## config.mk

```make
export PLATFORM = sky130hd
export DESIGN_NAME = mem_port_arbiter
export DESIGN_NICKNAME = d
export VERILOG_FILES = /design/src/rtl/mem_port_arbiter.sv
export SDC_FILE = /design/constraint.sdc
export NUM_CORES = 1
export LEC_CHECK = 0
export CORE_UTILIZATION = 30
export DETAILED_ROUTE_END_ITERATION = 8
export GPL_TIMING_DRIVEN = 0
export PLACE_DENSITY = 0.73
export SYNTH_ARGS = -nofsm -noshare
export SYNTH_HDL_FRONTEND = slang
export SYNTH_SLANG_ARGS = --single-unit
export TNS_END_PERCENT = 100
```

## constraint.sdc

```tcl
create_clock -name clk -period 4 [get_ports clk]
set_input_delay 1.2 -clock clk [delete_from_list [all_inputs] [get_ports clk]]
set_output_delay 1.2 -clock clk [all_outputs]
set_load 0.005 [all_outputs]
```

## src/rtl/mem_port_arbiter.sv

```systemverilog
// Fixed-priority (MEM over IF) arbiter sharing one synchronous memory bus between
// the fetch and data ports, with registered bus outputs, fetch flush and bus-hang timeout.
module mem_port_arbiter #(
    parameter int unsigned ADDR_W  = 32,
    parameter int unsigned DATA_W  = 32,
    parameter int unsigned TIMEOUT = 255
) (
    input  logic              clk,
    input  logic              rst,

    input  logic              if_req_i,
    input  logic [ADDR_W-1:0] if_addr_i,
    input  logic              if_flush_i,
    output logic [DATA_W-1:0] if_rdata_o,
    output logic              if_valid_o,

    input  logic              mem_req_i,
    input  logic              mem_we_i,
    input  logic [3:0]        mem_sel_i,
    input  logic [ADDR_W-1:0] mem_addr_i,
    input  logic [DATA_W-1:0] mem_wdata_i,
    output logic [DATA_W-1:0] mem_rdata_o,
    output logic              mem_valid_o,

    output logic              bus_req_o,
    output logic              bus_we_o,
    output logic [3:0]        bus_sel_o,
    output logic [ADDR_W-1:0] bus_addr_o,
    output logic [DATA_W-1:0] bus_wdata_o,
    input  logic              bus_ack_i,
    input  logic [DATA_W-1:0] bus_rdata_i,

    output logic              stallreq_if_o,
    output logic              stallreq_mem_o,
    output logic              bus_err_o
);

    localparam int unsigned CntW = $clog2(TIMEOUT + 1);
    localparam logic [CntW-1:0] CntLast = CntW'(TIMEOUT - 1);

    typedef enum logic [1:0] {
        StIdle,
        StIfWait,
        StMemWait,
        StDone
    } state_e;

    state_e            state_q;
    logic [CntW-1:0]   cnt_q;
    logic              discard_q;
    logic [DATA_W-1:0] cap_data;
    logic              fetch_dropped;

    // A timed-out transaction completes with zero data.
    assign cap_data      = bus_ack_i ? bus_rdata_i : '0;
    assign fetch_dropped = discard_q | if_flush_i;

    // Gated by reset so the pipeline sees no stall while the arbiter is held in reset.
    assign stallreq_mem_o = rst & mem_req_i & ~mem_valid_o;
    assign stallreq_if_o  = rst & if_req_i & ~if_valid_o & ~if_flush_i;

    always_ff @(posedge clk or negedge rst) begin
        if (!rst) begin
            state_q     <= StIdle;
            cnt_q       <= '0;
            discard_q   <= 1'b0;
            if_rdata_o  <= '0;
            if_valid_o  <= 1'b0;
            mem_rdata_o <= '0;
            mem_valid_o <= 1'b0;
            bus_req_o   <= 1'b0;
            bus_we_o    <= 1'b0;
            bus_sel_o   <= '0;
            bus_addr_o  <= '0;
            bus_wdata_o <= '0;
            bus_err_o   <= 1'b0;
        end else begin
            if_valid_o  <= 1'b0;
            mem_valid_o <= 1'b0;
            bus_err_o   <= 1'b0;
            unique case (state_q)
                StIdle: begin
                    if (mem_req_i) begin
                        bus_req_o   <= 1'b1;
                        bus_we_o    <= mem_we_i;
                        bus_sel_o   <= mem_sel_i;
                        bus_addr_o  <= mem_addr_i;
                        bus_wdata_o <= mem_wdata_i;
                        state_q     <= StMemWait;
                    end else if (if_req_i && !if_flush_i) begin
                        bus_req_o  <= 1'b1;
                        bus_we_o   <= 1'b0;
                        bus_sel_o  <= 4'hF;
                        bus_addr_o <= if_addr_i;
                        state_q    <= StIfWait;
                    end
                end
                StIfWait, StMemWait: begin
                    if (state_q == StIfWait && if_flush_i) begin
                        discard_q <= 1'b1;
                    end
                    if (bus_ack_i || cnt_q == CntLast) begin
                        bus_req_o <= 1'b0;
                        bus_err_o <= ~bus_ack_i;
                        state_q   <= StDone;
                        if (state_q == StMemWait) begin
                            mem_valid_o <= 1'b1;
                            if (!bus_we_o) begin
                                mem_rdata_o <= cap_data;
                            end
                        end else if (!fetch_dropped) begin
                            if_valid_o <= 1'b1;
                            if_rdata_o <= cap_data;
                        end
                    end else begin
                        cnt_q <= cnt_q + CntW'(1);
                    end
                end
                StDone: begin
                    cnt_q     <= '0;
                    discard_q <= 1'b0;
                    state_q   <= StIdle;
                end
                default: state_q <= StIdle;
            endcase
        end
    end

endmodule

```

==> metrics.md, run 1 <==
| Metric | Value |
|---|---|
| Power density over the cells | `689 nW/um2` |
| Nets | `976` |
| Max Cap Viol | `0` |
| Root Buffer | `clkbuf_16` |
| Boundary pin count | `278` |
| Worst vdd ir | `0.299 mV` |
| GRT Total Usage | `17.8%` |
| HP Class | `reg -> reg` |
| DR pass1 iterations | `4` |
| Psw | `2150 uW` |
| Leak | `0.00428 uW` |
| Internal Power | `4720 uW` |
| Routed length per placed instance | `16.6 um` |
| Switching Fraction | `31.3%` |
| Initial Util | `30.6%` |
| Fmax achieved | `256 MHz` |
| Tcrit/Tclk final | `97.6%` |
| Clock slew at reported path FFs | `60 ps` |
| Power share of the clock group | `23.2%` |
| Dpl ws | `-245 ps` |
| Core ar. | `20,200 um2` |
| Worst Tran Pin Value | `557 ps` |
| Unique masters post-synth | `36` |
| Pin count of the biggest net entering global routing | `80` |
| Synth Cell Area | `6200 um2` |
| Yosys Warn Count | `0` |
| CTS sink cnt | `148` |
| Die Ht | `146 um` |
| CP Capture Type | `primary output` |
| Part of the Yosys area used for sequential elements | `59.7%` |
| Fin Hold WS | `480 ps` |
| Vias in the first global route | `5,338` |
| Layout Skew | `7.24 ps` |
| Worst rel slew slack | `62.9%` |
| Synth-to-layout area growth | `61.0%` |
| Vias | `5,297` |
| Input/output buffers | `276` |
| Fraction of layout cells with a size suffix above 1 | `10.5%` |
| Seq pwr share | `36.2%` |
| TritonCTS Buffers | `17` |
| Vias per cell | `4.75` |
| CP Class | `in -> out` |
| Num rows | `52` |
| Period minus WS final | `3910 ps` |
| GP Congestion | `0.774` |
| Outcome | `finished, final reports clean` |
| Yosys reg bits | `148` |
| Die width | `146 um` |
| Post-route ant nets | `0` |
| Crit start category | `input pin` |
| CTS tree | `built` |
| Drt total wl | `18,500 um` |
| Worst setup margin | `94.7 ps` |
| Final Util | `49.3%` |
| Clock buffer depth | `2` |
| # DRC | `0` |
| Avg Cell Area, Syn | `11.7 um2` |
| Clk_lat worst skew | `420 ps` |
| Antenna violations before repair | `1` |
| DRT iter0 DRCs | `289` |
| Comb power frac | `40.6%` |
| RSZ-0062 raised after global routing | `no` |
| Grt total ovfl | `0` |
| H-tree depth | `4` |
| Setup TNS | `0 ps` |
| Total die area | `21,200 um2` |
| Final hold violation count | `0` |
| Setup-failing EPs final | `0` |
| Max FO, Critical Path | `10` |
| Diodes inserted | `0` |
| Mapped Cells | `532` |
| Hold Buf Count CTS | `0` |
| Dpl hpwl | `13,500 um` |
| Slew Viols, Final | `0` |
| Worst EP required | `2800 ps` |
| First-pass GRT wire length | `29,500 um` |
| Crit path arrival time | `2710 ps` |
| Syn nets | `677` |
placed cells by master, fill, tap and decap left out, types with 3 or more instances in the layout:
cell type	instances
a21oi_1	5
a22o_1	34
and3_1	4
buf_2	17
clkbuf_1	23
clkbuf_16	18
clkdlybuf4s50_1	275
clkinvlp_4	3
dfrtp_1	148
ha_1	6
inv_1	9
inv_6	5
inv_8	4
mux2_2	32
mux2i_1	33
nand2_1	73
nand2b_1	4
nor2_1	5
o21ai_0	67
o22a_1	4
o22ai_1	4
o2bb2ai_1	5
o31ai_1	32
metrics by stage:
| stage | power, uW | area, um2 | instances |
|---|---|---|---|
| finish | 6880 | 9980 | 1114 |
| global route | 7330 | 9980 | 1114 |
| CTS | 6960 | 9940 | 1111 |
| detailed placement | 5320 | 9330 | 1079 |
| global placement | 5260 | 9300 | 1078 |
| floorplan | 3590 | 6200 | 532 |
flip-flops by register name, summed over array words and instances, names as in the netlist, 2 cells and up:
register     count
if_rdata_o      32
mem_rdata_o     32
bus_sel_o        4
bus_wdata_o     32
state_q          2
cnt_q            8
bus_addr_o      32
synth_stat cells:
| cell type | instances | area share, % |
|---|---|---|
| ha_1 | 6 | 1.2 |
| o21a_1 | 1 | 0.12 |
| a221o_1 | 1 | 0.16 |
| o21ai_1 | 1 | 0.081 |
| o31ai_1 | 32 | 3.9 |
| o22ai_1 | 4 | 0.40 |
| nor3_1 | 2 | 0.16 |
| a32o_1 | 1 | 0.16 |
| dfrtp_1 | 148 | 60 |
| a22o_1 | 34 | 4.8 |
| buf_2 | 19 | 1.5 |
| nand3_1 | 1 | 0.081 |
| a211o_1 | 1 | 0.14 |
| buf_1 | 1 | 0.060 |
| nand4_1 | 2 | 0.20 |
| inv_1 | 9 | 0.54 |
| nand2b_1 | 4 | 0.40 |
| o22a_1 | 4 | 0.57 |
| a21oi_1 | 5 | 0.40 |
| nor2b_1 | 2 | 0.20 |
| o2bb2ai_1 | 5 | 0.71 |
| o21ai_0 | 67 | 5.4 |
| mux2i_1 | 33 | 5.3 |
| a21oi_2 | 1 | 0.14 |
| and2_1 | 2 | 0.20 |
| or2_0 | 1 | 0.10 |
| a31oi_1 | 2 | 0.20 |
| and4_1 | 1 | 0.14 |
| nor2_1 | 5 | 0.30 |
| and3_1 | 4 | 0.40 |
| nor4_1 | 2 | 0.20 |
| mux2_2 | 32 | 5.8 |
| clkbuf_1 | 23 | 1.4 |
| nand2_1 | 73 | 4.4 |
| nor3b_1 | 1 | 0.12 |
| a21o_1 | 2 | 0.24 |
critical path, stage by stage:
cell and delay [ps]:
clkdlybuf4s50_1 530, buf_6 140, buf_6 150, nand2_1 70
nor2_1 80, clkdlybuf4s50_1 530
logic make-up after synthesis:
family | synth area share [%]
AOI/OAI and AO/OA | 17.4
DFF | 59.7
and+or+nand+nor | 6.94
muxes | 11.1
buffers and inverters | 3.53
adders and majority gates | 1.21
layout make-up:
cell class	instances	area (um2)
timing repair buffer	280	2840
clock buffer	17	425
multi-input combinational	332	2280
inverter	9	33.8
tap	270	338
clock inverter	15	163
buffer	43	198
fill	1839	10300
sequential	148	3700
timing repair:
item,in CTS,in global routing
endpoints found under the setup margin,1,1
resized for setup,6,0
buffers inserted,0,2
cloned,0,1
path summary, 6_finish.rpt:
path | start | endpoint | slack, ps | depth (start not counted)
setup / recovery | mem_req_i | stallreq_mem_o | 90 | 6
hold / removal | bus_addr_o[5] | bus_addr_o[5] | 480 | 2
setup reg to reg | state_q[0] | if_rdata_o[5] | 1670 | 8
hold reg to reg | bus_addr_o[5] | bus_addr_o[5] | 480 | 2
max in group asynchronous | rst | mem_rdata_o[18] | 2670 | 2
min in group asynchronous | rst | if_rdata_o[18] | 690 | 1
power by group through the flow:
stage	Clock, uW	Combinational, uW	Sequential, uW
3_5_place_dp	0	2820	2510
4_1_cts	1650	2820	2490
2_1_floorplan	0	1060	2530
6_report	1590	2790	2490
5_1_grt	1710	3050	2580
3_3_place_gp	0	2770	2490
metal layers:
metal | vias to the layer above | share of wire (%) | global-route usage (%)
met1 | 2607 | 44 | 22.6
met4 | 2 | 1.9 | 7.26
met2 | 146 | 50 | 29.3
li1 | 2521 | - | -
met5 | - | 0.054 | 0
met3 | 21 | 4.6 | 4.17
Note: power is estimated with default switching activity, not from simulation.
==> inputs of run 2 (changes only) <==
- ABC_AREA: unset -> 1
- PLACE_DENSITY: 0.73 -> 0.72
==> run 2 against run 1 <==
Flip-flop and latch count unchanged; sequential share of layout area down 1.7 points; global-route usage up 1.0 points; clock skew up 6.4 ps; maximum frequency up 0.91%; die area up 7.3%; clock power up 6%; register-to-register slack better by 310 ps; critical endpoint unchanged; largest power group unchanged; highest routed layer is now met4.
==> metrics.md, run 2 <==
| Metric | Value |
|---|---|
| CTS sink cnt | `148 (unchanged)` |
| Worst vdd ir | `0.323 mV (+8.2%)` |
| Synth Cell Area | `6660 um2 (+7.4%)` |
| Unique masters post-synth | `28 (-22%)` |
| CTS tree | `built` |
| Synth-to-layout area growth | `57.0%` |
| TritonCTS Buffers | `17 (unchanged)` |
| Die Ht | `151 um (+3.6%)` |
| Slew Viols, Final | `0 (unchanged)` |
| Count leader, synth | `nand2_1` |
| # DRC | `0 (unchanged)` |
| Pin count of the biggest net entering global routing | `77 (-3.8%)` |
| Worst rel slew slack | `58.7% (-4.1 points)` |
| Grt total ovfl | `0 (unchanged)` |
| RSZ-0062 raised after global routing | `no` |
| Vias per cell | `4.59 (-3.4%)` |
| Asr flop ratio synth | `100% (unchanged)` |
| Post-synth top area cell | `dfrtp_1` |
| Power density over the cells | `718 nW/um2 (+4.2%)` |
| Clock slew at reported path FFs | `60 ps (about the same)` |
| Vias in the first global route | `6,309 (+18%)` |
| Crit-path slowest cell | `clkdlybuf4s50_1` |
| Outcome | `finished, final reports clean` |
| Power Total | `7510 uW (+9.3%)` |
| Crit start category | `input pin` |
| First-pass GRT wire length | `32,700 um (+11%)` |
| Syn nets | `943 (+39%)` |
| Input/output buffers | `276 (unchanged)` |
| Commonest non-fill, non-tap cell in the layout | `nand2_1` |
| Synth cell count leaders | `350 x nand2_1, 148 x dfrtp_1, 64 x nand4_1, 52 x inv_1, 43 x nor2_1` |
| Main synth FF type | `dfrtp_1` |
| Final hold violation count | `0 (unchanged)` |
| Global Route met2 Usage | `31.6% (+2.3 points)` |
| HP Class | `reg -> reg` |
| Period minus WS final | `3870 ps (-35.4 ps)` |
| Top Usage Layer GRT | `met2` |
| Total die area | `22,800 um2 (+7.3%)` |
| Most frequent cells in the layout | `350 x nand2_1, 275 x clkdlybuf4s50_1, 148 x dfrtp_1` |
| Initial Util | `30.5% (-0.11 points)` |
| Worst EP required | `2800 ps (about the same)` |
| Worst Tran Pin Value | `619 ps (+62.2 ps)` |
| Die width | `151 um (+3.6%)` |
| Clock buffer depth | `2 (unchanged)` |
| CP Cell Sequence | `buf_2 -> clkinv_2 -> clkbuf_2 -> nor3_1 -> clkdlybuf4s50_1` |
| Root Buffer | `clkbuf_16` |
| Layout Skew | `13.6 ps (+6.39 ps)` |
| Max Cap Viol | `0 (unchanged)` |
| Core ar. | `21,800 um2 (+7.9%)` |
| H-tree depth | `4 (unchanged)` |
| Max FO, Critical Path | `10 (unchanged)` |
| Final Util | `47.9% (-1.4 points)` |
| Vias | `6,374 (+20%)` |
| Routed length per placed instance | `15.4 um (-7.3%)` |
| CP max stage delay | `550 ps (+20 ps)` |
| Fraction of layout cells with a size suffix above 1 | `6.96% (-3.6 points)` |
| EDFF count, synth | `0 (unchanged)` |
| Yosys reg bits | `148 (unchanged)` |
| Fmax achieved | `258 MHz (+0.91%)` |
| Post-route ant nets | `0 (unchanged)` |
| Crit path arrival time | `2670 ps (-40 ps)` |
| Nets | `1,240 (+27%)` |
| DRT iter0 DRCs | `264 (-8.7%)` |
| Avg Cell Area, Syn | `8.35 um2 (-28%)` |
| Cell types occupying the most area after synthesis | `dfrtp_1 56%, nand2_1 20%, nand4_1 6.0%` |
| CP Class | `in -> out` |
| Antenna violations before repair | `0 (-1)` |
| Yosys Warn Count | `0 (unchanged)` |
| GR Util met3 | `7.17% (+3.0 points)` |
| Boundary pin count | `278 (unchanged)` |
| Num rows | `54 (+3.8%)` |
| Hold Buf Count CTS | `0 (unchanged)` |
| Drt total wl | `21,400 um (+16%)` |
| GRT Total Usage | `18.9% (+1.0 points)` |
| Fin Hold WS | `470 ps (-9.79 ps)` |
| Leak | `0.00511 uW (+19%)` |
| CP Capture Type | `primary output` |
| Mapped Cells | `798 (+50%)` |
| GP Congestion | `0.826 (+6.7%)` |
| Part of the Yosys area used for sequential elements | `55.6% (-4.1 points)` |
| Synth top area share | `55.6% (-4.1 points)` |
| Met1 GRT Util | `22.1% (-0.49 points)` |
| Setup-failing EPs final | `0 (unchanged)` |
| Dpl hpwl | `15,800 um (+17%)` |
| Clk_lat worst skew | `430 ps (about the same)` |
| Tcrit/Tclk final | `96.7% (-0.88 points)` |
| DR pass1 iterations | `4 (unchanged)` |
[run 2: changes by cell type after synthesis, moves of 34 or more]
cell / delta
nand2_1: +277
o21ai_0: -61
a22o_1: -34
nand4_1: +62
inv_1: +43
nor2_1: +38
[run 2: cell families after synthesis]
group | after synthesis | share of synthesized area, %
XOR/XNOR | 1 | 0.132
AND/OR/NAND/NOR | 487 | 31.4
AO/OA/AOI/OAI | 48 | 4.53
buffers and inverters | 108 | 7.18
flip-flops | 148 | 55.6
adder cells (fa/ha/maj) | 6 | 1.13
[run 2: layout make-up]
class                      instances  area (um2)
antenna                            1        2.50
buffer                            51         265
clock buffer                      18         439
clock inverter                    13         171
fill                            2067       11400
inverter                          57         215
multi-input combinational        542        2480
sequential                       148        3700
tap                              280         350
timing repair buffer             278        2830
[run 2: critical path: cells and delay by family]
family	cells	cell delay (ps)
simple gates	1	220
buf+inv	4	1250
[run 2: per-layer routing]
metal  vias to the layer above  part of all wire, %
met5                         -                    0
met4                         0                  1.5
met3                        22                  9.9
met2                       231                   47
met1                      2951                   42
li1                       3170                    -
[run 2: where the power goes]
part | switching, uW | total (uW) | internal (uW)
combinational | 1520 | 3260 | 1730
clock | 675 | 1680 | 1010
sequential | 388 | 2580 | 2190
[run 2: per-stage QoR]
stage	instances	TNS [ps]	setup WS, ps	cell area (um2)
after floorplan	798	0	881	6660
after global placement	1354	-685290	-5230	9770
after detailed placement	1355	-543	-292	9800
after CTS	1387	0	92.7	10500
after global routing	1387	0	10.9	10500
final	1388	0	130	10500
[run 2: timing repair]
item	in CTS	in global routing
gates resized for setup	4	0
buffers inserted	0	0
setup endpoints to repair	2	0
[run 2: path summary, 6_finish.rpt]
| kind | from | end | slack (ps) | cells after the start |
|---|---|---|---|---|
| setup / recovery | mem_req_i | stallreq_mem_o | 130 | 5 |
| hold / removal | mem_rdata_o[28] | mem_rdata_o[28] | 470 | 2 |
| setup reg to reg | state_q[0] | if_rdata_o[27] | 1980 | 6 |
| hold reg to reg | mem_rdata_o[28] | mem_rdata_o[28] | 470 | 2 |
| max in group asynchronous | rst | mem_rdata_o[18] | 2610 | 2 |
| min in group asynchronous | rst | mem_rdata_o[0] | 680 | 1 |
